`config.mk`:
```
export PLATFORM = sky130hd
export DESIGN_NAME = ram_loader
export DESIGN_NICKNAME = d
export VERILOG_FILES = /design/src/rtl/ram_loader.sv
export SDC_FILE = /design/constraint.sdc
export NUM_CORES = 1
export LEC_CHECK = 0
export ABC_AREA = 1
export CAP_MARGIN = 0
export CORE_ASPECT_RATIO = 0.8
export CORE_MARGIN = 5
export CORE_UTILIZATION = 48
export DETAILED_ROUTE_END_ITERATION = 10
export GPL_TIMING_DRIVEN = 0
export PLACE_DENSITY_LB_ADDON = 0.2
export RECOVER_POWER = 25
export SYNTH_ARGS = -nofsm -noshare
export SYNTH_HDL_FRONTEND = slang
export SYNTH_SLANG_ARGS = --single-unit
```
`constraint.sdc`:
```
create_clock -name clock -period 1.54 [get_ports clock]
set_clock_uncertainty 0.05 [all_clocks]
set_input_delay 0.462 -clock clock [delete_from_list [all_inputs] [get_ports clock]]
set_output_delay 0.462 -clock clock [all_outputs]
set_load 0.05 [all_outputs]
```
`src/rtl/ram_loader.sv`:
```
// Byte-stream front-end that assembles high-byte-first 16-bit words and writes them to a 64-word RAM.
// Optional running checksum of written words is enabled by defining RAM_LOADER_CHECKSUM_EN.
module ram_loader #(
  parameter int unsigned WORD_WIDTH = 16,
  parameter int unsigned ADDR_WIDTH = 6
) (
  input  logic                      clock,
  input  logic                      reset_n,
  input  logic                      start,
  input  logic [ADDR_WIDTH-1:0]     base_address,
  input  logic [ADDR_WIDTH:0]       word_count,
  input  logic [WORD_WIDTH/2-1:0]   byte_in,
  input  logic                      byte_valid,
  output logic                      byte_ready,
  output logic [WORD_WIDTH-1:0]     ram_in,
  output logic                      ram_load,
  output logic [ADDR_WIDTH-1:0]     ram_address,
  output logic                      busy,
  output logic                      done,
  output logic [WORD_WIDTH-1:0]     checksum
);

  localparam int unsigned BYTE_WIDTH = WORD_WIDTH / 2;
  localparam int unsigned CNT_WIDTH  = ADDR_WIDTH + 1;
  localparam logic [CNT_WIDTH-1:0] MAX_WORDS = CNT_WIDTH'(2 ** ADDR_WIDTH);

  typedef enum logic [2:0] {
    S_IDLE,
    S_HIGH,
    S_LOW,
    S_WRITE,
    S_DONE
  } state_e;

  state_e                 state_q;
  logic [ADDR_WIDTH-1:0]  addr_q;
  logic [CNT_WIDTH-1:0]   remain_q;
  logic [BYTE_WIDTH-1:0]  high_q;
  logic [WORD_WIDTH-1:0]  ram_in_q;
  logic                   byte_ready_q;
  logic                   ram_load_q;
  logic                   busy_q;
  logic                   done_q;
  logic [CNT_WIDTH-1:0]   count_clamped_c;
  logic                   handshake_c;

  // A session can never write more words than the RAM holds.
  assign count_clamped_c = (word_count > MAX_WORDS) ? MAX_WORDS : word_count;
  assign handshake_c     = byte_valid && byte_ready_q;

  // Session FSM; the output flags are registered alongside the state they belong to.
  always_ff @(posedge clock or negedge reset_n) begin
    if (!reset_n) begin
      state_q      <= S_IDLE;
      addr_q       <= '0;
      remain_q     <= '0;
      high_q       <= '0;
      ram_in_q     <= '0;
      byte_ready_q <= 1'b0;
      ram_load_q   <= 1'b0;
      busy_q       <= 1'b0;
      done_q       <= 1'b0;
    end else begin
      case (state_q)
        S_IDLE: begin
          if (start) begin
            addr_q   <= base_address;
            remain_q <= count_clamped_c;
            if (count_clamped_c == '0) begin
              state_q <= S_DONE;
              done_q  <= 1'b1;
            end else begin
              state_q      <= S_HIGH;
              byte_ready_q <= 1'b1;
              busy_q       <= 1'b1;
            end
          end
        end
        S_HIGH: begin
          if (handshake_c) begin
            high_q  <= byte_in;
            state_q <= S_LOW;
          end
        end
        S_LOW: begin
          if (handshake_c) begin
            ram_in_q     <= {high_q, byte_in};
            state_q      <= S_WRITE;
            byte_ready_q <= 1'b0;
            ram_load_q   <= 1'b1;
          end
        end
        S_WRITE: begin
          ram_load_q <= 1'b0;
          addr_q     <= ADDR_WIDTH'(addr_q + 1'b1);
          remain_q   <= CNT_WIDTH'(remain_q - 1'b1);
          if (remain_q == CNT_WIDTH'(1)) begin
            state_q <= S_DONE;
            done_q  <= 1'b1;
            busy_q  <= 1'b0;
          end else begin
            state_q      <= S_HIGH;
            byte_ready_q <= 1'b1;
          end
        end
        S_DONE: begin
          done_q  <= 1'b0;
          state_q <= S_IDLE;
        end
        default: begin
          state_q      <= S_IDLE;
          byte_ready_q <= 1'b0;
          ram_load_q   <= 1'b0;
          busy_q       <= 1'b0;
          done_q       <= 1'b0;
        end
      endcase
    end
  end

  assign byte_ready  = byte_ready_q;
  assign ram_in      = ram_in_q;
  assign ram_load    = ram_load_q;
  assign ram_address = addr_q;
  assign busy        = busy_q;
  assign done        = done_q;

`ifdef RAM_LOADER_CHECKSUM_EN
  logic [WORD_WIDTH-1:0] checksum_q;

  // Sum of words written in the current session; holds after completion.
  always_ff @(posedge clock or negedge reset_n) begin
    if (!reset_n) begin
      checksum_q <= '0;
    end else if (state_q == S_IDLE && start) begin
      checksum_q <= '0;
    end else if (state_q == S_WRITE) begin
      checksum_q <= WORD_WIDTH'(checksum_q + ram_in_q);
    end
  end

  assign checksum = checksum_q;
`else
  assign checksum = '0;
`endif

endmodule

```
==> results.sh, run 1 <==
export IMPL_first_pass_iters=4
export IMPL_placed_area_um2=3012
export IMPL_grt_usage_pct=18.71
export IMPL_antennaDiodeCount=0
export IMPL_yosysUniqueCellTypes=31
export IMPL_grtUsageMet2_pct=31.37
export IMPL_avgRoutedWirePerCell_um=13.12
export IMPL_clk_latency_ns=0.29
export IMPL_grt_overflow=0
export IMPL_ys_ff_latch=44
export IMPL_slew_violations=0
export IMPL_yosysMostFrequentCell="nand2_1"
export IMPL_status="finished, final reports clean"
export IMPL_wirelength_um=5787
export IMPL_max_slew_margin_pct=44.59
export IMPL_fmax_mhz=672.5
export IMPL_power_density_nw_per_um2=775.1
export IMPL_drt_initial_drc_count=95
export IMPL_synth_edf_count=0
export IMPL_grt_first_pass_wirelength_um=9459
export IMPL_clk_pin_slew_ns=0.09
export IMPL_timing_final_crit_share_pct=96.56
export IMPL_gp_congestion=0.7854
export IMPL_portBuffers=50
export IMPL_core_um2=4679
export IMPL_vias_per_cell=4.961
export IMPL_ios=67
export IMPL_synthArstFlopShare_pct=100.0
export IMPL_final_cell_area_um2=3122
export IMPL_setup_viol=0
export IMPL_antenna_found_initial=0
export IMPL_netlist_area_um2=2361
export IMPL_route_detailed_drc=0
export IMPL_start_util_pct=50.45
export IMPL_yosysTopAreaCell="dfrtp_1"
export IMPL_synth_warning_count=0
export IMPL_crit_start="ram_address[2]"
export IMPL_final_core_util_pct=66.71
export IMPL_synth_top_cell_area_share_pct=46.63
export IMPL_cpMaxStageDelayCell="dfrtp_1"
export IMPL_critical_path_top_delay_family="flip-flops"
export IMPL_hold_viol=0
export IMPL_worst_pin_slew_ns=0.8312
export IMPL_holdWs_ns=0.1833
export IMPL_htreeDepth=2
export IMPL_use_met3_pct=4.853
export IMPL_start_kind="flip-flop"
export IMPL_grt_busiest_layer="met2"
export IMPL_cts_buffer_depth=2
export IMPL_final_antenna_net_count=0
export IMPL_ys_seq_area_share_pct=46.63
export IMPL_crit_chain="buf_4"
export IMPL_min_period_ns=1.487
export IMPL_maxCapViolCount=0
export IMPL_worstSetupEndpointType="output port"
export IMPL_peakVddDrop_mv=0.5332
export IMPL_criticalPathCategory="reg2out"
export IMPL_critPathArrivalTime_ns=0.98
export IMPL_first_global_vias=2108
export IMPL_cp_num_buf_inv=1
export IMPL_nets=409
export IMPL_grtUsageMet1_pct=24.54
export IMPL_r2r_start="state_q[2]"
export IMPL_floorplan_rows=22
export IMPL_synth_main_ff_cell="dfrtp_1"
export IMPL_crit_fanout=6
export IMPL_dp_hpwl_um=4209
export IMPL_drive_above_1_share_pct=24.67
export IMPL_required_ns=1.03
export IMPL_leakage_nw=1.635
export IMPL_grt_max_degree=30
export IMPL_synthCells=302
export IMPL_cts_sinks=44
export IMPL_die_w_um=88.41
export IMPL_cts_tree="built"
export IMPL_dieArea_um2=6430
export IMPL_syn_to_final_growth_pct=32.22
export IMPL_synth_common_cells="nand2_1, dfrtp_1, inv_1"
export IMPL_holdBufCountCts=0
export IMPL_avgSynthCellArea_um2=7.818
export IMPL_critPathMaxStageDelay_ns=0.44
export IMPL_clockRootBuffer="clkbuf_8"
export IMPL_synth_area_leaders="dfrtp_1, nand2_1, o21ai_0"
export IMPL_hp_class="in2async"
export IMPL_die_height_um=72.73
export IMPL_vias=2188
export IMPL_cts_inserted_buffers=5
[repair_timing]
item | CTS | global route
setup endpoints to repair | 44 | 43
resized for setup | 123 | 45
buffers inserted | 4 | 1
endpoints found under the hold margin | 0 | 0
cloned | 1 | 0
pin swaps | 1 | 2
[cells in the final DEF (no fill, tap or decap), types with 2 or more instances in the layout]
cell type / netlist / layout
dfrtp_2: 0 / 4
nand2_4: 2 / 3
clkbuf_8: 0 / 6
buf_4: 17 / 23
buf_6: 1 / 5
nor2_1: 24 / 19
nand2_2: 2 / 4
buf_2: 4 / 24
o21ai_0: 33 / 26
clkdlybuf4s50_1: 0 / 22
nand2_1: 81 / 78
nand4_1: 6 / 6
nor2_2: 0 / 4
inv_1: 34 / 33
dfrtp_1: 44 / 40
nand3_1: 18 / 18
o21ai_1: 3 / 9
or2_2: 2 / 2
ha_1: 3 / 2
clkbuf_4: 0 / 3
bufinv_16: 0 / 2
a31oi_1: 2 / 2
o22ai_1: 2 / 2
o211ai_1: 2 / 2
nand3b_1: 3 / 3
nor2_4: 1 / 2
a21oi_1: 3 / 3
conb_1: 1 / 16
inv_2: 6 / 7
[routing by layer]
layer	part of all wire [%]	up-vias
li1	-	1090
met1	45	1029
met2	48	63
met3	6.1	6
met4	1.1	0
met5	0	-
[registers in the layout, indices dropped and copies added, names as in the netlist]
signal	cells
ram_in	16
high_q	8
remain_q	7
ram_address	6
state_q	3
busy	1
byte_ready	1
done	1
ram_load	1
[logic make-up after synthesis]
logic type      share of synthesized area [%]
simple gates                            27.19
other cells                            0.1588
fa+ha+maj                               1.590
xor+xnor                               0.3710
compound gates                          10.81
buf+inv                                 13.25
flops                                   46.64
[where the power goes]
part,switching [W],internal [W]
Clock,0.000397,0.000639
Combinational,0.000142,0.0000883
Sequential,0,0.00115
Total,0.000539,0.00188
[worst paths after layout]
kind,endpoint,slack [ns],depth (start not counted)
setup / recovery,ram_address[2],0.05,1
hold / removal,ram_in[4],0.18,1
setup reg to reg,ram_address[3],0.06,7
hold reg to reg,busy,0.42,2
max in group asynchronous,ram_address[0],0.24,2
min in group clock,busy,0.42,2
[per-stage QoR]
step	setup slack (ns)	std cells	power [W]	setup TNS, ns
floorplan	0.1060	317	0.001313	0
global placement	-1.422	427	0.001405	-69.07
detailed placement	-0.4890	428	0.001411	-15.08
CTS	0.0004550	440	0.002424	0
global route	-0.01120	441	0.002497	-0.01120
finish	0.05292	441	0.002420	0
[area by class of cell]
| class | count | area [µm²] |
|---|---|---|
| plain buffers | 23 | 191.4 |
| clock buffers | 5 | 68.82 |
| clock inverters | 2 | 60.06 |
| fillers | 438 | 1558 |
| inverters | 40 | 150.1 |
| multi-input cells | 210 | 1040 |
| flip-flops and latches | 44 | 1106 |
| well taps | 60 | 75.07 |
| repair buffers | 57 | 430.4 |
Power figures use the tool's default switching activity.
==> run 2: changes to the inputs <==
--- a/config.mk
+++ b/config.mk
@@ -12,7 +12,7 @@
 export CORE_UTILIZATION = 48
 export DETAILED_ROUTE_END_ITERATION = 10
 export GPL_TIMING_DRIVEN = 0
-export PLACE_DENSITY_LB_ADDON = 0.2
+export PLACE_DENSITY_LB_ADDON = 0.05
 export RECOVER_POWER = 25
 export SYNTH_ARGS = -nofsm -noshare
 export SYNTH_HDL_FRONTEND = slang
==> run 2 against run 1 <==
Against the previous run: first-iteration DRC count is 3.2% higher; sequential power barely moved; highest routed layer unchanged; critical endpoint is now ram_address[0]; worst hold slack gained 0.24 ns.
==> results.sh, run 2 (synthesis results as in run 1) <==
export IMPL_crit_fanout=5
export IMPL_instances_no_fill=444
export IMPL_fmax_mhz=668.8
export IMPL_dieArea_um2=6430
export IMPL_cts_tree="built"
export IMPL_max_slew_margin_pct=64.99
export IMPL_peakVddDrop_mv=0.5553
export IMPL_criticalPathCategory="reg2out"
export IMPL_vias=2128
export IMPL_setup_viol=0
export IMPL_critPathMaxStageDelay_ns=0.41
export IMPL_timing_final_crit_share_pct=97.09
export IMPL_drt_initial_drc_count=98
export IMPL_wirelength_um=5614
export IMPL_place_worst_setup_slack_ns=-0.5190
export IMPL_final_antenna_net_count=0
export IMPL_cts_buffer_depth=2
export IMPL_syn_to_final_growth_pct=32.17
export IMPL_clk_latency_ns=0.30
export IMPL_slew_violations=0
export IMPL_fin_ws_ns=0.04479
export IMPL_floorplan_rows=22
export IMPL_grt_usage_pct=18.17
export IMPL_die_w_um=88.41
export IMPL_critical_path_top_delay_family="flip-flops"
export IMPL_vias_per_cell=4.793
export IMPL_route_detailed_drc=0
export IMPL_dp_cells=428
export IMPL_core_um2=4679
export IMPL_critPathArrivalTime_ns=0.98
export IMPL_cts_sinks=44
export IMPL_die_height_um=72.73
export IMPL_cp_num_buf_inv=1
export IMPL_clk_pin_slew_ns=0.09
export IMPL_cpMaxStageDelayCell="dfrtp_2"
export IMPL_first_pass_iters=4
export IMPL_rsz0062_at_grt="no"
export IMPL_layout_commonest_cell="nand2_1"
export IMPL_mostFrequentLayoutCells="nand2_1, dfrtp_1, inv_1"
export IMPL_antenna_found_initial=0
export IMPL_crit_chain="buf_2"
export IMPL_largest_reg_flops=16
export IMPL_power_density_nw_per_um2=743.9
export IMPL_portBuffers=50
export IMPL_dp_hpwl_um=4046
export IMPL_tns_ns=0
export IMPL_cts_inserted_buffers=5
export IMPL_start_kind="flip-flop"
export IMPL_nets=411
export IMPL_hp_class="reg2reg"
export IMPL_first_global_vias=1945
export IMPL_grt_overflow=0
export IMPL_clockRootBuffer="clkbuf_8"
export IMPL_required_ns=1.03
export IMPL_start_util_pct=50.45
export IMPL_ios=67
export IMPL_hold_viol=0
export IMPL_min_period_ns=1.495
export IMPL_gp_congestion=0.8212
export IMPL_avgRoutedWirePerCell_um=12.64
export IMPL_worst_pin_slew_ns=0.5251
export IMPL_leakage_nw=1.619
export IMPL_worstSetupEndpointType="output port"
export IMPL_grt_max_degree=39
export IMPL_antennaDiodeCount=0
export IMPL_status="finished, final reports clean"
export IMPL_drive_above_1_share_pct=23.96
export IMPL_htreeDepth=2
export IMPL_maxCapViolCount=0
export IMPL_grt_first_pass_wirelength_um=9149
run 2: changes by cell type in the layout (fill, tap and decap cells not counted), sizes merged:
cell | previous run | this run
clkbuf | 10 | 11
clkinv | 0 | 1
buf | 52 | 53
bufinv | 2 | 1
dlygate4sd3 | 0 | 1
run 2: report_power, final:
part / internal (W) / switching, W / leakage, nW
clock network: 0.000530 / 0.000400 / 0.0614
registers: 0.00115 / 0 / 0.562
logic: 0.0000934 / 0.000143 / 0.995
total: 0.00178 / 0.000543 / 1.62
run 2: worst paths after layout:
kind,from,to,slack [ns],cells past startpoint
max,ram_address[0],ram_address[0],0.04,1
min,busy,busy,0.43,2
max reg2reg,state_q[1],ram_address[4],0.08,8
min reg2reg,busy,busy,0.43,2
max in group asynchronous,reset_n,ram_address[4],0.25,3
min in group asynchronous,reset_n,remain_q[3],0.59,2
run 2: area by class of cell:
class / instances / area (µm²)
Inverter: 40 / 150.1
Tap cell: 60 / 75.07
Buffer: 23 / 191.4
Fill cell: 428 / 1559
Clock buffer: 6 / 82.58
Sequential cell: 44 / 1109
Multi-Input combinational cell: 210 / 1013
Clock inverter: 2 / 38.79
Timing Repair Buffer: 59 / 460.4
run 2: routing by layer:
layer,vias up,track usage (%),share of wire (%)
met5,-,0,0
met4,0,4.530,0.80
met3,6,3.725,6.4
met2,58,26.64,43
met1,968,27.39,50
li1,1096,-,-
run 2: repair_timing:
action,CTS,global route
endpoints found under the setup margin,43,39
pin swaps,1,3
cloned,1,0
buffers inserted,3,3
resized for setup,124,43
hold buffers,1,0
endpoints found under the hold margin,6,0
run 2: per-stage QoR:
step / hold WS (ns) / cell area [µm²] / utilization (%) / power [W]
after floorplan: 0.1164 / 2421 / - / 0.001313
after global placement: 0.4128 / 2997 / 64.04 / 0.001405
after detailed placement: 0.2801 / 3012 / 64.36 / 0.001410
after CTS: 0.4362 / 3097 / 66.18 / 0.002341
after global routing: 0.4572 / 3120 / 66.68 / 0.002407
final: 0.4254 / 3120 / 66.68 / 0.002321
